**config.mk**
```make
export PLATFORM = sky130hd
export DESIGN_NAME = top_sequencer_flat
export DESIGN_NICKNAME = d
export VERILOG_FILES = /design/src/rtl/top_seq_pkg.sv /design/src/rtl/top_sequencer_if.sv /design/src/rtl/top_seq_settle_cnt.sv /design/src/rtl/top_sequencer.sv /design/src/flat_wrapper.sv
export SDC_FILE = /design/constraint.sdc
export NUM_CORES = 1
export LEC_CHECK = 0
export CORE_MARGIN = 2
export CORE_UTILIZATION = 48
export DETAILED_ROUTE_END_ITERATION = 8
export PLACE_DENSITY = 0.78
export RECOVER_POWER = 25
export SETUP_SLACK_MARGIN = 0.4
export SLEW_MARGIN = 10
export SYNTH_ARGS = -nofsm -noshare
export SYNTH_HDL_FRONTEND = slang
export SYNTH_HIERARCHICAL = 1
export SYNTH_SLANG_ARGS = --single-unit
```
**constraint.sdc**
```tcl
create_clock -name clk -period 1.93 [get_ports clk]
set_input_delay 0.2895 -clock clk [delete_from_list [all_inputs] [get_ports clk]]
set_output_delay 0.2895 -clock clk [all_outputs]
set_load 0.005 [all_outputs]
```
**src/rtl/top_seq_pkg.sv**
```systemverilog
`default_nettype none
// ============================================================================
// Module   : top_seq_pkg
// Brief    : Shared defaults, state encoding and width helper for the sweep
//            sequencer.
// Revision : 1.0
// ============================================================================
package top_seq_pkg;

   localparam int DEF_W      = 4;
   localparam int DEF_SETTLE = 2;
   localparam int DEF_SUM_W  = 8;

   // Counter must hold SETTLE-1; keep at least one bit so SETTLE==0 still elaborates.
   function automatic int cnt_width(input int settle);
      return (settle < 1) ? 1 : $clog2(settle + 1);
   endfunction

   localparam int CNT_W = cnt_width(DEF_SETTLE);

   typedef enum logic [2:0] {
      S_IDLE   = 3'd0,
      S_INIT   = 3'd1,
      S_APPLY  = 3'd2,
      S_WAIT   = 3'd3,
      S_SAMPLE = 3'd4,
      S_FIN    = 3'd5
   } seq_state_t;

endpackage
`default_nettype wire

```
**src/rtl/top_sequencer_if.sv**
```systemverilog
`default_nettype none
// ============================================================================
// Module   : top_sequencer_if
// Brief    : Command, datapath and result signals of the sweep sequencer.
// Revision : 1.0
// ============================================================================
interface top_sequencer_if
   import top_seq_pkg::*;
#(
   parameter int W     = DEF_W,
   parameter int SUM_W = DEF_SUM_W
) ();

   logic             start;
   logic             abort;
   logic [W-1:0]     x_first;
   logic [W-1:0]     x_last;
   logic             busy;
   logic             done;
   logic             dp_reset;
   logic             dp_enable;
   logic [W-1:0]     dp_x;
   logic [W-1:0]     dp_y;
   logic             res_valid;
   logic [W-1:0]     res_x;
   logic [W-1:0]     res_y;
   logic [SUM_W-1:0] sum;

   modport slave (
      input  start, abort, x_first, x_last, dp_y,
      output busy, done, dp_reset, dp_enable, dp_x, res_valid, res_x, res_y, sum
   );

   modport master (
      output start, abort, x_first, x_last, dp_y,
      input  busy, done, dp_reset, dp_enable, dp_x, res_valid, res_x, res_y, sum
   );

endinterface
`default_nettype wire

```
**src/rtl/top_seq_settle_cnt.sv**
```systemverilog
`default_nettype none
// ============================================================================
// Module   : top_seq_settle_cnt
// Brief    : Loadable down-counter timing the settle interval; stops at zero.
// Revision : 1.0
// ============================================================================
module top_seq_settle_cnt #(
   parameter int CNT_W = 1
) (
   input  wire             clk,
   input  wire             reset,
   input  wire             clear,
   input  wire             load,
   input  wire [CNT_W-1:0] load_val,
   input  wire             en,
   output logic            zero
);

   logic [CNT_W-1:0] r_cnt;

   always_ff @(posedge clk) begin
      if (!reset || clear) begin
         r_cnt <= '0;
      end else if (load) begin
         r_cnt <= load_val;
      end else if (en && (r_cnt != '0)) begin
         r_cnt <= r_cnt - CNT_W'(1);
      end
   end

   assign zero = (r_cnt == '0);

endmodule
`default_nettype wire

```
**src/rtl/top_sequencer.sv**
```systemverilog
`default_nettype none
// ============================================================================
// Module   : top_sequencer
// Brief    : Sweeps the datapath input from x_first to x_last, sampling y
//            after a settle delay and accumulating a checksum.
// Revision : 1.0
// ============================================================================
module top_sequencer
   import top_seq_pkg::*;
#(
   parameter int W      = DEF_W,
   parameter int SETTLE = DEF_SETTLE,
   parameter int SUM_W  = DEF_SUM_W
) (
   input  wire            clk,
   input  wire            reset,
   top_sequencer_if.slave bus
);

   localparam int              CNT_WIDTH = cnt_width(SETTLE);
   localparam [CNT_WIDTH-1:0]  C_LOAD    = CNT_WIDTH'((SETTLE > 0) ? SETTLE - 1 : 0);

   seq_state_t       r_state;
   seq_state_t       w_next;
   logic [W-1:0]     r_code;
   logic [W-1:0]     r_last;
   logic [SUM_W-1:0] r_sum;
   logic [W-1:0]     r_res_x;
   logic [W-1:0]     r_res_y;
   logic             r_res_valid;
   logic             r_busy;
   logic             r_done;
   logic             r_dp_reset;
   logic             r_dp_enable;
   logic             w_accept;
   logic             w_cnt_load;
   logic             w_cnt_en;
   logic             w_cnt_zero;
   logic             w_next_active;

   assign w_accept = (r_state == S_IDLE) && bus.start && !bus.abort;

   top_seq_settle_cnt #(.CNT_W(CNT_WIDTH)) u_settle (
      .clk      (clk),
      .reset    (reset),
      .clear    (bus.abort),
      .load     (w_cnt_load),
      .load_val (C_LOAD),
      .en       (w_cnt_en),
      .zero     (w_cnt_zero)
   );

   always_ff @(posedge clk) begin
      if (!reset) begin
         r_state <= S_IDLE;
      end else begin
         r_state <= w_next;
      end
   end

   always_comb begin
      w_next     = r_state;
      w_cnt_load = 1'b0;
      w_cnt_en   = 1'b0;
      case (r_state)
         S_IDLE:   if (w_accept) w_next = S_INIT;
         S_INIT:   w_next = S_APPLY;
         S_APPLY: begin
            w_cnt_load = 1'b1;
            w_next     = (SETTLE == 0) ? S_SAMPLE : S_WAIT;
         end
         S_WAIT: begin
            w_cnt_en = 1'b1;
            if (w_cnt_zero) w_next = S_SAMPLE;
         end
         S_SAMPLE: w_next = (r_code == r_last) ? S_FIN : S_APPLY;
         S_FIN:    w_next = S_IDLE;
         default:  w_next = S_IDLE;
      endcase
      if (bus.abort && (r_state != S_IDLE)) w_next = S_IDLE;
   end

   assign w_next_active = (w_next == S_APPLY) || (w_next == S_WAIT) || (w_next == S_SAMPLE);

   // Control outputs are registered from the next state so they line up with r_state.
   always_ff @(posedge clk) begin
      if (!reset) begin
         r_busy      <= 1'b0;
         r_done      <= 1'b0;
         r_dp_reset  <= 1'b1;
         r_dp_enable <= 1'b0;
      end else begin
         r_busy      <= (w_next != S_IDLE);
         r_done      <= (w_next == S_FIN);
         r_dp_reset  <= !w_next_active;
         r_dp_enable <= w_next_active;
      end
   end

   always_ff @(posedge clk) begin
      if (!reset) begin
         r_code      <= '0;
         r_last      <= '0;
         r_sum       <= '0;
         r_res_x     <= '0;
         r_res_y     <= '0;
         r_res_valid <= 1'b0;
      end else begin
         r_res_valid <= (r_state == S_SAMPLE);
         if (w_accept) begin
            r_code <= bus.x_first;
            r_last <= bus.x_last;
            r_sum  <= '0;
         end
         if (r_state == S_SAMPLE) begin
            r_res_x <= r_code;
            r_res_y <= bus.dp_y;
            r_sum   <= r_sum + SUM_W'(bus.dp_y);
            if (r_code != r_last) r_code <= r_code + W'(1);
         end
      end
   end

   assign bus.busy      = r_busy;
   assign bus.done      = r_done;
   assign bus.dp_reset  = r_dp_reset;
   assign bus.dp_enable = r_dp_enable;
   assign bus.dp_x      = r_code;
   assign bus.res_valid = r_res_valid;
   assign bus.res_x     = r_res_x;
   assign bus.res_y     = r_res_y;
   assign bus.sum       = r_sum;

endmodule
`default_nettype wire

```
**src/flat_wrapper.sv**
```systemverilog
// flat-port wrapper written by rule: the top's interface ports become plain ports
module top_sequencer_flat import top_seq_pkg::*;
#(
   parameter int W      = DEF_W,
   parameter int SETTLE = DEF_SETTLE,
   parameter int SUM_W  = DEF_SUM_W
)
  (clk, reset, bus_start, bus_abort, bus_x_first, bus_x_last, bus_dp_y, bus_busy, bus_done, bus_dp_reset, bus_dp_enable, bus_dp_x, bus_res_valid, bus_res_x, bus_res_y, bus_sum);
  top_sequencer_if #(.W(W), .SUM_W(SUM_W)) bus_i ();
  input  wire clk;
  input  wire reset;
  input wire logic [$bits(bus_i.start)-1:0] bus_start;
  input wire logic [$bits(bus_i.abort)-1:0] bus_abort;
  input wire logic [$bits(bus_i.x_first)-1:0] bus_x_first;
  input wire logic [$bits(bus_i.x_last)-1:0] bus_x_last;
  input wire logic [$bits(bus_i.dp_y)-1:0] bus_dp_y;
  output wire logic [$bits(bus_i.busy)-1:0] bus_busy;
  output wire logic [$bits(bus_i.done)-1:0] bus_done;
  output wire logic [$bits(bus_i.dp_reset)-1:0] bus_dp_reset;
  output wire logic [$bits(bus_i.dp_enable)-1:0] bus_dp_enable;
  output wire logic [$bits(bus_i.dp_x)-1:0] bus_dp_x;
  output wire logic [$bits(bus_i.res_valid)-1:0] bus_res_valid;
  output wire logic [$bits(bus_i.res_x)-1:0] bus_res_x;
  output wire logic [$bits(bus_i.res_y)-1:0] bus_res_y;
  output wire logic [$bits(bus_i.sum)-1:0] bus_sum;
  assign bus_i.start = bus_start;
  assign bus_i.abort = bus_abort;
  assign bus_i.x_first = bus_x_first;
  assign bus_i.x_last = bus_x_last;
  assign bus_i.dp_y = bus_dp_y;
  assign bus_busy = bus_i.busy;
  assign bus_done = bus_i.done;
  assign bus_dp_reset = bus_i.dp_reset;
  assign bus_dp_enable = bus_i.dp_enable;
  assign bus_dp_x = bus_i.dp_x;
  assign bus_res_valid = bus_i.res_valid;
  assign bus_res_x = bus_i.res_x;
  assign bus_res_y = bus_i.res_y;
  assign bus_sum = bus_i.sum;
  top_sequencer #(.W(W), .SETTLE(SETTLE), .SUM_W(SUM_W)) u_core (.clk(clk), .reset(reset), .bus(bus_i));
endmodule
```
-- Yosys cells after proc, flatten, opt, wreduce, memory -nomap -nowiden
Cells that the tools add are included.
Widths: inputs -> output; s select.
- register bits: 34
- logic and storage cells: 58
- $add $sub $neg: 3
- equal/unequal tests: 10
- mux-type cells: 14
- reductions and logical operators: 18
- operators by type and width (kind ; number):
    $mux 8 ; 2
    $pmux 3 s5 ; 1
    $eq 3x2->1 const B ; 4
    $mux 3 ; 4
    $mux 4 ; 3
    $eq 3x3->1 const B ; 3
    $add 8x4->8 ; 1
    $reduce_bool 2->1 ; 3
    $reduce_bool 3->1 ; 2
    $add 4x1->4 const B ; 1
    $eq 4x4->1 ; 1
    $logic_and 1x1->1 ; 4
    $mux 1 ; 4
    $ne 4x4->1 ; 1
    $eq 3x1->1 const B ; 1
    $logic_not 1->1 ; 3
    $logic_not 3->1 ; 1
    $logic_or 1x1->1 ; 3
    $logic_not 2->1 ; 1
    $reduce_or 2->1 ; 1
    $sub 2x1->2 const B ; 1

-- Longest topological paths before layout
Gate-level depths: netlist (run 1).
- depth in word-level cells: 10
- mapped depth: 6

-- Hierarchy
The synthesis (run 1) kept the hierarchy.
- modules (own cells, without submodules) (module ; times used ; cells each ; area an instance (µm²)):
    top_sequencer ; 1 ; 182 ; 1521.5
    top_seq_settle_cnt ; 1 ; 15 ; 132.6

-- Least setup slack after synthesis (run 1)
Ideal clock, no wire load.
- kind: register to register
- start: register u_core.r_sum[0], in the netlist u_core/bus.sum[0]
- end: register u_core.r_sum[4], in the netlist u_core/bus.sum[4]
- setup time: 0.132 ns
- arrival time: 1.460 ns
- required time: 1.798 ns
- path slack: 0.338 ns
- cell stages (with the launch flop): 7
- period minus slack after synthesis: 1.592 ns
- path through: dfxtp_1 -> ha_1 -> fa_1 -> a21o_1 -> a21oi_1 -> or3_1 -> a21oi_1
- cells in the longest elaborated chain, start to end: 2
- RTL lines (what ; line ; text):
    from (decl) ; top_sequencer.sv:27 ; logic [SUM_W-1:0] r_sum;
    from (signal assigned) ; top_sequencer.sv:118 ; r_sum <= r_sum + SUM_W'(bus.dp_y);
    $add 8x4->8 ; top_sequencer.sv:118 ;
    $mux 8 ; top_sequencer.sv:115 ; if (r_state == S_SAMPLE) begin
Every way passes these cells.
A chain may end at the register's enable or synchronous reset.

-- Final worst setup path (run 1)
- start: register u_core.r_state[0]
- end: register u_core.r_code[3], in the netlist u_core/bus.dp_x[3]
- cells in the longest elaborated chain, start to end: 6
- elaborated cells on any way between the ends: 7
- RTL lines (what ; line ; text):
    from (decl) ; top_sequencer.sv:23 ; seq_state_t r_state;
    from (signal assigned) ; top_sequencer.sv:57 ; r_state <= w_next;
    $logic_not 3->1 ; top_sequencer.sv:41 ; assign w_accept = (r_state == S_IDLE) && bus.start && !bus.abort;
    $logic_and 1x1->1 (2 in series) ; top_sequencer.sv:41 ;
    $mux 4 ; top_sequencer.sv:110 ; if (w_accept) begin
    $mux 4 ; top_sequencer.sv:119 ; if (r_code != r_last) r_code <= r_code + W'(1);
    $mux 4 (*) ; top_sequencer.sv:115 ;
    to (signal assigned) ; top_sequencer.sv:111 ; r_code <= bus.x_first;
    to (signal assigned) ; top_sequencer.sv:119 ;
    to (decl) ; top_sequencer.sv:25 ; logic [W-1:0] r_code;
Mark *: on every way between the ends. The rest lies on a longest branch, timed or not.

==> metrics.yaml, run 1 <==
cts:
  cts_root_buf: "clkbuf_4"
  clkLatencyLatePin_ns: 0.35
  cts.clk_slew.worst_paths_ns: 0.10
  cts_tree: "yes"
  cts.sinks: 34
  cts_hold_buf: 0
  numCtsBuffers: 5
  htreeDepth: 2
  clockBufferDepth: 2
cells_and_area:
  n_fill_cell: 261
  fin_nets: 280
  drive_above_1_share_pct: 22.1
  antenna_cells: 0
  syn2layout_area_growth_pct: 48.3
  mostFrequentLayoutCells: "nand2_1, clkdlybuf4s50_1, dfxtp_1, a21oi_1, buf_4"
  layout_commonest_cell: "nand2_1"
floorplanning:
  die-width_um: 62.7
  start_util_pct: 50.0
  die_area_sq_mm: 0.00393
  dieHeight_um: 62.7
  core_sq_mm: 0.00331
  pin_count: 41
  rows: 21
critical_path:
  crit_chain: "nor3_2, and2_0, nand2_1, a31oi_4"
  cpPeakStageDelay_ns: 0.46
  arrival_ns: 1.88
  cp_slowest_cell: "and2_0"
  cp.required_ns: 2.21
  start_kind: "flop"
  critPathMaxFanout: 8
  worst-setup-path-type: "reg -> reg"
  path_buf_inv: 0
  end_kind: "flop"
  path_delay_family: "simple AND/OR/NAND/NOR gates"
outcome:
  status: "finished clean"
place:
  dp_slack_ns: -0.0887
  io_buffer_count: 40
  gp_congestion: 0.867
  dpl.hpwl_mm: 2.81
grt:
  grt_pass1_wl_mm: 6.83
  track_usage_pct: 22.3
  grt-ovfl-total: 0
  antenna_found_initial: 0
  grt_max_degree: 13
  grt_pass1_vias: 1581
synth:
  synth_seq_cells: 34
  synth.net_count: 220
  synth_cell_types: 41
  syn_inst: 197
  syn_area_per_cell_sq_um: 8.40
  seq_area_frac_synth_pct: 41.1
  ys_warn_count: 6
  synth_area_sq_mm: 0.00165
timing:
  hold_viol_final: 0
  final_max_slew_viol_count: 0
  fin_hold_ws_ns: 0.241
  finalWorstSetupSlack_ns: 0.332
  setup_viol: 0
  fin_crit_sh_pct: 82.8
  fin_crit_ns: 1.60
  rsz0062_at_grt: "true"
  clock_skew_ns: 0.0130
  fmax_mhz: 626
flow_run:
  maxCapViolations: 0
detailed_routing:
  vias: 1613
  drc: 0
  finalWirelength_mm: 4.38
  wl_per_cell_um: 14.4
  first_pass_iters: 4
  routed_via_density: 5.31
  drtIter0Drc: 68
  final_antenna_net_count: 0
power:
  internal-power_uw: 1090
  cellPowerDensity_mw_per_mm2: 585
  swShare_pct: 24.2
  clock_power_share_pct: 35.5
  seqPwrFrac_pct: 51.0
  power_leakage_uw: 0.00105
  worst_ir_drop_vdd_v: 0.000514
  power.switching_uw: 347
  comb_power_share_pct: 13.5
  p_total_uw: 1430
hold_path:
  hp-class: "in -> reg"
[flip-flops by register name, indices dropped and copies added, names as in the netlist]
register and flops:
u_core/bus.busy 1, u_core/bus.done 1, u_core/bus.dp_enable 1, u_core/bus.dp_reset 1, u_core/bus.dp_x 4, u_core/bus.res_valid 1
u_core/bus.res_x 4, u_core/bus.res_y 4, u_core/bus.sum 8, u_core/r_last 4, u_core/r_state 3, u_core/u_settle/r_cnt 2
[logic make-up (layout without fill, tap and decap cells)]
kind of cell / Yosys count / after routing / synth area share, %
adder cells (fa/ha/maj): 7 / 7 / 5.75
AO/OA/AOI/OAI: 52 / 52 / 20.7
buffers and inverters: 15 / 76 / 3.63
other: 2 / 2 / 0.454
flip-flops: 34 / 34 / 41.1
AND/OR/NAND/NOR: 80 / 80 / 23.7
XOR/XNOR: 7 / 7 / 4.61
[metal layers]
metal	share of wire, %	GRT usage [%]	up-vias
met4	3.0	12.5	0
li1	-	-	801
met2	53	38.7	47
met3	4.3	5.41	13
met5	0	0	-
met1	40	24.9	752
[path summary, 6_finish.rpt]
check	cells after the start	start	endpoint	slack [ns]
max	4	u_core/r_state[0]	u_core/bus.dp_x[3]	0.33
min	3	bus_dp_y[3]	u_core/bus.res_y[3]	0.24
max reg2reg	4	u_core/r_state[0]	u_core/bus.dp_x[3]	0.33
min reg2reg	2	u_core/bus.res_y[2]	u_core/bus.res_y[2]	0.46
[per-stage QoR]
| stage | util, % | TNS, ns | instance area (sq um) | instances |
|---|---|---|---|---|
| after detailed placement | 66.3 | -0.234 | 2190 | 289 |
| after global placement | 66.3 | -0.0394 | 2190 | 289 |
| after CTS | 70.8 | 0 | 2340 | 300 |
| final | 74.1 | 0 | 2450 | 304 |
| after global routing | 74.1 | 0 | 2450 | 304 |
| after floorplan | - | 0 | 1660 | 197 |
[synthesized netlist by cell type (all sizes together)]
cell type	count	area share, %
nand2	38	8.6
dfxtp	34	41
a21oi	27	8.2
nor2	11	2.5
nand3	10	3.0
clkbuf	6	1.4
ha	6	4.5
inv	6	1.4
nand2b	6	2.3
o211ai	5	2.3
xor2	5	3.6
buf	3	0.91
nor2b	3	1.6
o21ai	3	0.91
or3	3	1.1
a211o	2	1.1
a211oi	2	1.2
a21o	2	0.91
a31oi	2	0.76
conb	2	0.45
nor3	2	0.61
o22ai	2	0.76
o41ai	2	2.2
xnor2	2	1.1
a22oi	1	0.45
a2bb2oi	1	0.53
a311oi	1	0.53
and2	1	0.38
fa	1	1.2
nand3b	1	0.45
nand4	1	0.38
nor3b	1	1.1
nor4	1	0.76
o2111ai	1	0.53
o21a	1	0.45
or2	1	0.38
or4	1	0.45
[power by group through the flow]
stage	clock network [uW]	registers (uW)	logic, uW
final	509	731	194
after global routing	542	733	212
after CTS	519	725	181
after detailed placement	0	746	173
after global placement	0	746	171
after floorplan	0	745	87.5
[cell type report]
cell class | instances | area [sq um] | share of cell area [%]
multi-input cells | 148 | 1020 | 41.7
flip-flops and latches | 34 | 692 | 28.2
repair buffers | 62 | 583 | 23.8
well taps | 46 | 57.6 | 2.35
clock buffers | 7 | 45.0 | 1.84
clock inverters | 1 | 30.0 | 1.22
inverters | 6 | 22.5 | 0.918
[repair_timing]
| item | in CTS | in global routing |
|---|---|---|
| resized for setup | 24 | 28 |
| cloned | 0 | 0 |
| endpoints found under the setup margin | 18 | 25 |
| buffers inserted | 3 | 4 |
| pin swaps | 3 | 7 |
[worst min-delay path, delay by kind of cell]
family | cells | cell delay (ns)
buffers and inverters | 1 | 0.14
AO/OA/AOI/OAI | 1 | 0.05
AND/OR/NAND/NOR | 1 | 0.06
Note: power is estimated with default switching activity, not from simulation.
==> run 2, diff against run 1 <==
--- a/config.mk
+++ b/config.mk
@@ -6,9 +6,9 @@
 export NUM_CORES = 1
 export LEC_CHECK = 0
 export CORE_MARGIN = 2
-export CORE_UTILIZATION = 48
+export CORE_UTILIZATION = 44
 export DETAILED_ROUTE_END_ITERATION = 8
-export PLACE_DENSITY = 0.78
+export PLACE_DENSITY = 0.75
 export RECOVER_POWER = 25
 export SETUP_SLACK_MARGIN = 0.4
 export SLEW_MARGIN = 10
==> constraint.sdc (replaced) <==
create_clock -name clk -period 1.45 [get_ports clk]
set_input_delay 0.2175 -clock clk [delete_from_list [all_inputs] [get_ports clk]]
set_output_delay 0.2175 -clock clk [all_outputs]
set_load 0.005 [all_outputs]
==> run 2 against run 1 <==
Net effect:
- the flow now finishes with violations (setup timing)
- power rose by 49%
- fmax fell by 0.82%
- cell area rose by 37%
- sequential power rose by 33%
- clock power rose by 44%
- die area rose by 8.5%
- global-route usage rose by 9.2 points
- setup slack got worse by 0.49 ns
- worst hold slack improved by 0.13 ns
- core utilization rose by 18 points
- flip-flop and latch count did not move
- largest cell class unchanged
==> metrics.yaml, run 2 (synthesized netlist as in run 1, its figures left out) <==
power:
  power.switching_uw: 600  # was 347 uW
  seqPwrFrac_pct: 45.4  # was 51.0%
  comb_power_share_pct: 20.3  # was 13.5%
  internal-power_uw: 1540  # was 1090 uW
  clock_power_share_pct: 34.3  # was 35.5%
  power_leakage_uw: 0.00152  # was 0.00105 uW
  p_total_uw: 2140  # was 1430 uW
  cellPowerDensity_mw_per_mm2: 639  # was 585 mW/mm^2
  worst_ir_drop_vdd_v: 0.000550  # was 0.000514 V
  swShare_pct: 28.0  # was 24.2%
detailed_routing:
  routed_via_density: 6.10  # was 5.31
  vias: 2283  # was 1613
  first_pass_iters: 5  # was 4
  wl_per_cell_um: 23.1  # was 14.4 um
  finalWirelength_mm: 8.63  # was 4.38 mm
  drc: 0  # unchanged
  met3_length_um: 644  # was 190 um
  highest_layer: "met4"  # unchanged
  drtIter0Drc: 147  # was 68
  drt-met1-wl_mm: 3.15  # was 1.74 mm
  wl_met2_mm: 4.25  # was 2.32 mm
  final_antenna_net_count: 0  # unchanged
cells_and_area:
  instances_no_fill: 374  # was 304
  drive_above_1_share_pct: 65.0  # was 22.1%
  antenna_cells: 0  # unchanged
  mostFrequentLayoutCells: "buf_4, buf_6, nand2_1, a21oi_2, dfxtp_2"  # was nand2_1, clkdlybuf4s50_1, dfxtp_1, a21oi_1, buf_4
  largest_reg_flops: 8  # unchanged
  final_area_sq_mm: 0.00335  # was 0.00245 sq mm
  syn2layout_area_growth_pct: 103  # was 48.3%
  layout_commonest_cell: "buf_4"  # was nand2_1
  fin_nets: 348  # was 280
  fin_util_pct: 92.2  # was 74.1%
cts:
  cts.clk_slew.worst_paths_ns: 0.07  # was 0.10 ns
  cts_tree: "yes"  # unchanged
  clkLatencyLatePin_ns: 0.29  # was 0.35 ns
  cts_root_buf: "clkbuf_8"  # was clkbuf_4
  numCtsBuffers: 5  # unchanged
  cts_hold_buf: 0  # unchanged
  cts.sinks: 34  # unchanged
  htreeDepth: 2  # unchanged
  clockBufferDepth: 2  # unchanged
place:
  io_buffer_count: 40  # unchanged
  dpl.hpwl_mm: 3.07  # was 2.81 mm
  dpl_cell_area_sq_mm: 0.00248  # was 0.00219 sq mm
  gp_congestion: 0.876  # was 0.867
  place_inst: 304  # was 289
critical_path:
  end_kind: "flop"  # unchanged
  start_kind: "flop"  # unchanged
  critPathMaxFanout: 4  # was 8
  worst-setup-path-type: "reg -> reg"  # unchanged
  cpPeakStageDelay_ns: 0.36  # was 0.46 ns
  crit_chain: "ha_4, fa_2, a21o_1, a21oi_4, or3_1, a21oi_1"  # was nor3_2, and2_0, nand2_1, a31oi_4
  arrival_ns: 1.78  # was 1.88 ns
  path_delay_family: "adder cells"  # was simple AND/OR/NAND/NOR gates
  cp_slowest_cell: "fa_2"  # was and2_0
  path_buf_inv: 0  # unchanged
  cp.required_ns: 1.62  # was 2.21 ns
timing:
  fin_crit_sh_pct: 111  # was 82.8%
  clock_skew_ns: 0.00592  # was 0.0130 ns
  final_max_slew_viol_count: 0  # unchanged
  setup_viol: 10  # was 0
  rsz0062_at_grt: "true"  # unchanged
  fin_crit_ns: 1.61  # was 1.60 ns
  finalWorstSetupSlack_ns: -0.161  # was 0.332 ns
  hold_viol_final: 0  # unchanged
  fin_hold_ws_ns: 0.374  # was 0.241 ns
  fmax_mhz: 621  # was 626 MHz
floorplanning:
  pin_count: 41  # unchanged
  dieHeight_um: 65.3  # was 62.7 um
  start_util_pct: 45.5  # was 50.0%
  core_sq_mm: 0.00363  # was 0.00331 sq mm
  die_area_sq_mm: 0.00427  # was 0.00393 sq mm
  die-width_um: 65.3  # was 62.7 um
  rows: 22  # was 21
hold_path:
  hp-class: "in -> reg"  # unchanged
grt:
  grt-ovfl-total: 0  # unchanged
  track_usage_pct: 31.5  # was 22.3%
  antenna_found_initial: 0  # unchanged
  grt_pass1_wl_mm: 10.0  # was 6.83 mm
  grt_max_degree: 12  # was 13
  grt_pass1_vias: 2018  # was 1581
outcome:
  violations: "setup timing"
  status: "finished with violations"  # was finished clean
flow_run:
  maxCapViolations: 0  # unchanged
[run 2: worst register-to-register path: cells and delay by family (launching register included)]
kind | cells | cell delay [ns]
DFF | 1 | 0.34
adders and majority gates | 2 | 0.52
AOI/OAI and AO/OA | 3 | 0.46
and+or+nand+nor | 1 | 0.17
[run 2: metal layers]
| layer | GRT usage (%) | up-vias |
|---|---|---|
| met5 | 0 | - |
| met4 | 13.8 | 0 |
| met3 | 5.14 | 68 |
| met2 | 55.1 | 194 |
| met1 | 38.0 | 1085 |
| li1 | - | 936 |
[run 2: power groups by stage]
| stage | logic (uW) | registers, uW | clock network (uW) |
|---|---|---|---|
| 3_5_place_dp | 278 | 1000 | 0 |
| 5_1_grt | 451 | 973 | 764 |
| 6_report | 435 | 972 | 735 |
| 4_1_cts | 357 | 968 | 723 |
| 2_1_floorplan | 152 | 1000 | 0 |
| 3_3_place_gp | 275 | 1000 | 0 |
[run 2: repair_timing]
item | CTS | global route
pin swaps | 32 | 29
buffers inserted | 48 | 13
resized for setup | 155 | 48
cloned | 1 | 0
endpoints found under the setup margin | 59 | 52
[run 2: worst paths after layout]
check	startpoint	end	slack, ns	depth (start not counted)
worst max-delay path	u_core/bus.sum[0]	u_core/bus.sum[4]	-0.16	6
worst min register to register	u_core/bus.res_y[3]	u_core/bus.res_y[3]	0.48	2
worst max register to register	u_core/bus.sum[0]	u_core/bus.sum[4]	-0.16	6
worst min-delay path	reset	u_core/bus.res_x[2]	0.37	3
[run 2: layout make-up]
class | instances | area, sq um
Timing Repair Buffer | 130 | 1110
Sequential cell | 34 | 743
Tap cell | 48 | 60.1
Fill cell | 134 | 283
Inverter | 6 | 27.5
Multi-Input combinational cell | 148 | 1320
Clock buffer | 7 | 86.3
Clock inverter | 1 | 5.00
[run 2: metrics by stage]
| stage | setup WS [ns] | TNS (ns) |
|---|---|---|
| 6_report | -0.161 | -1.02 |
| 5_1_grt | -0.206 | -1.45 |
| 4_1_cts | -0.0355 | -0.0852 |
| 3_5_place_dp | -0.434 | -3.75 |
| 3_3_place_gp | -0.393 | -3.39 |
| 2_1_floorplan | 0.0222 | 0 |
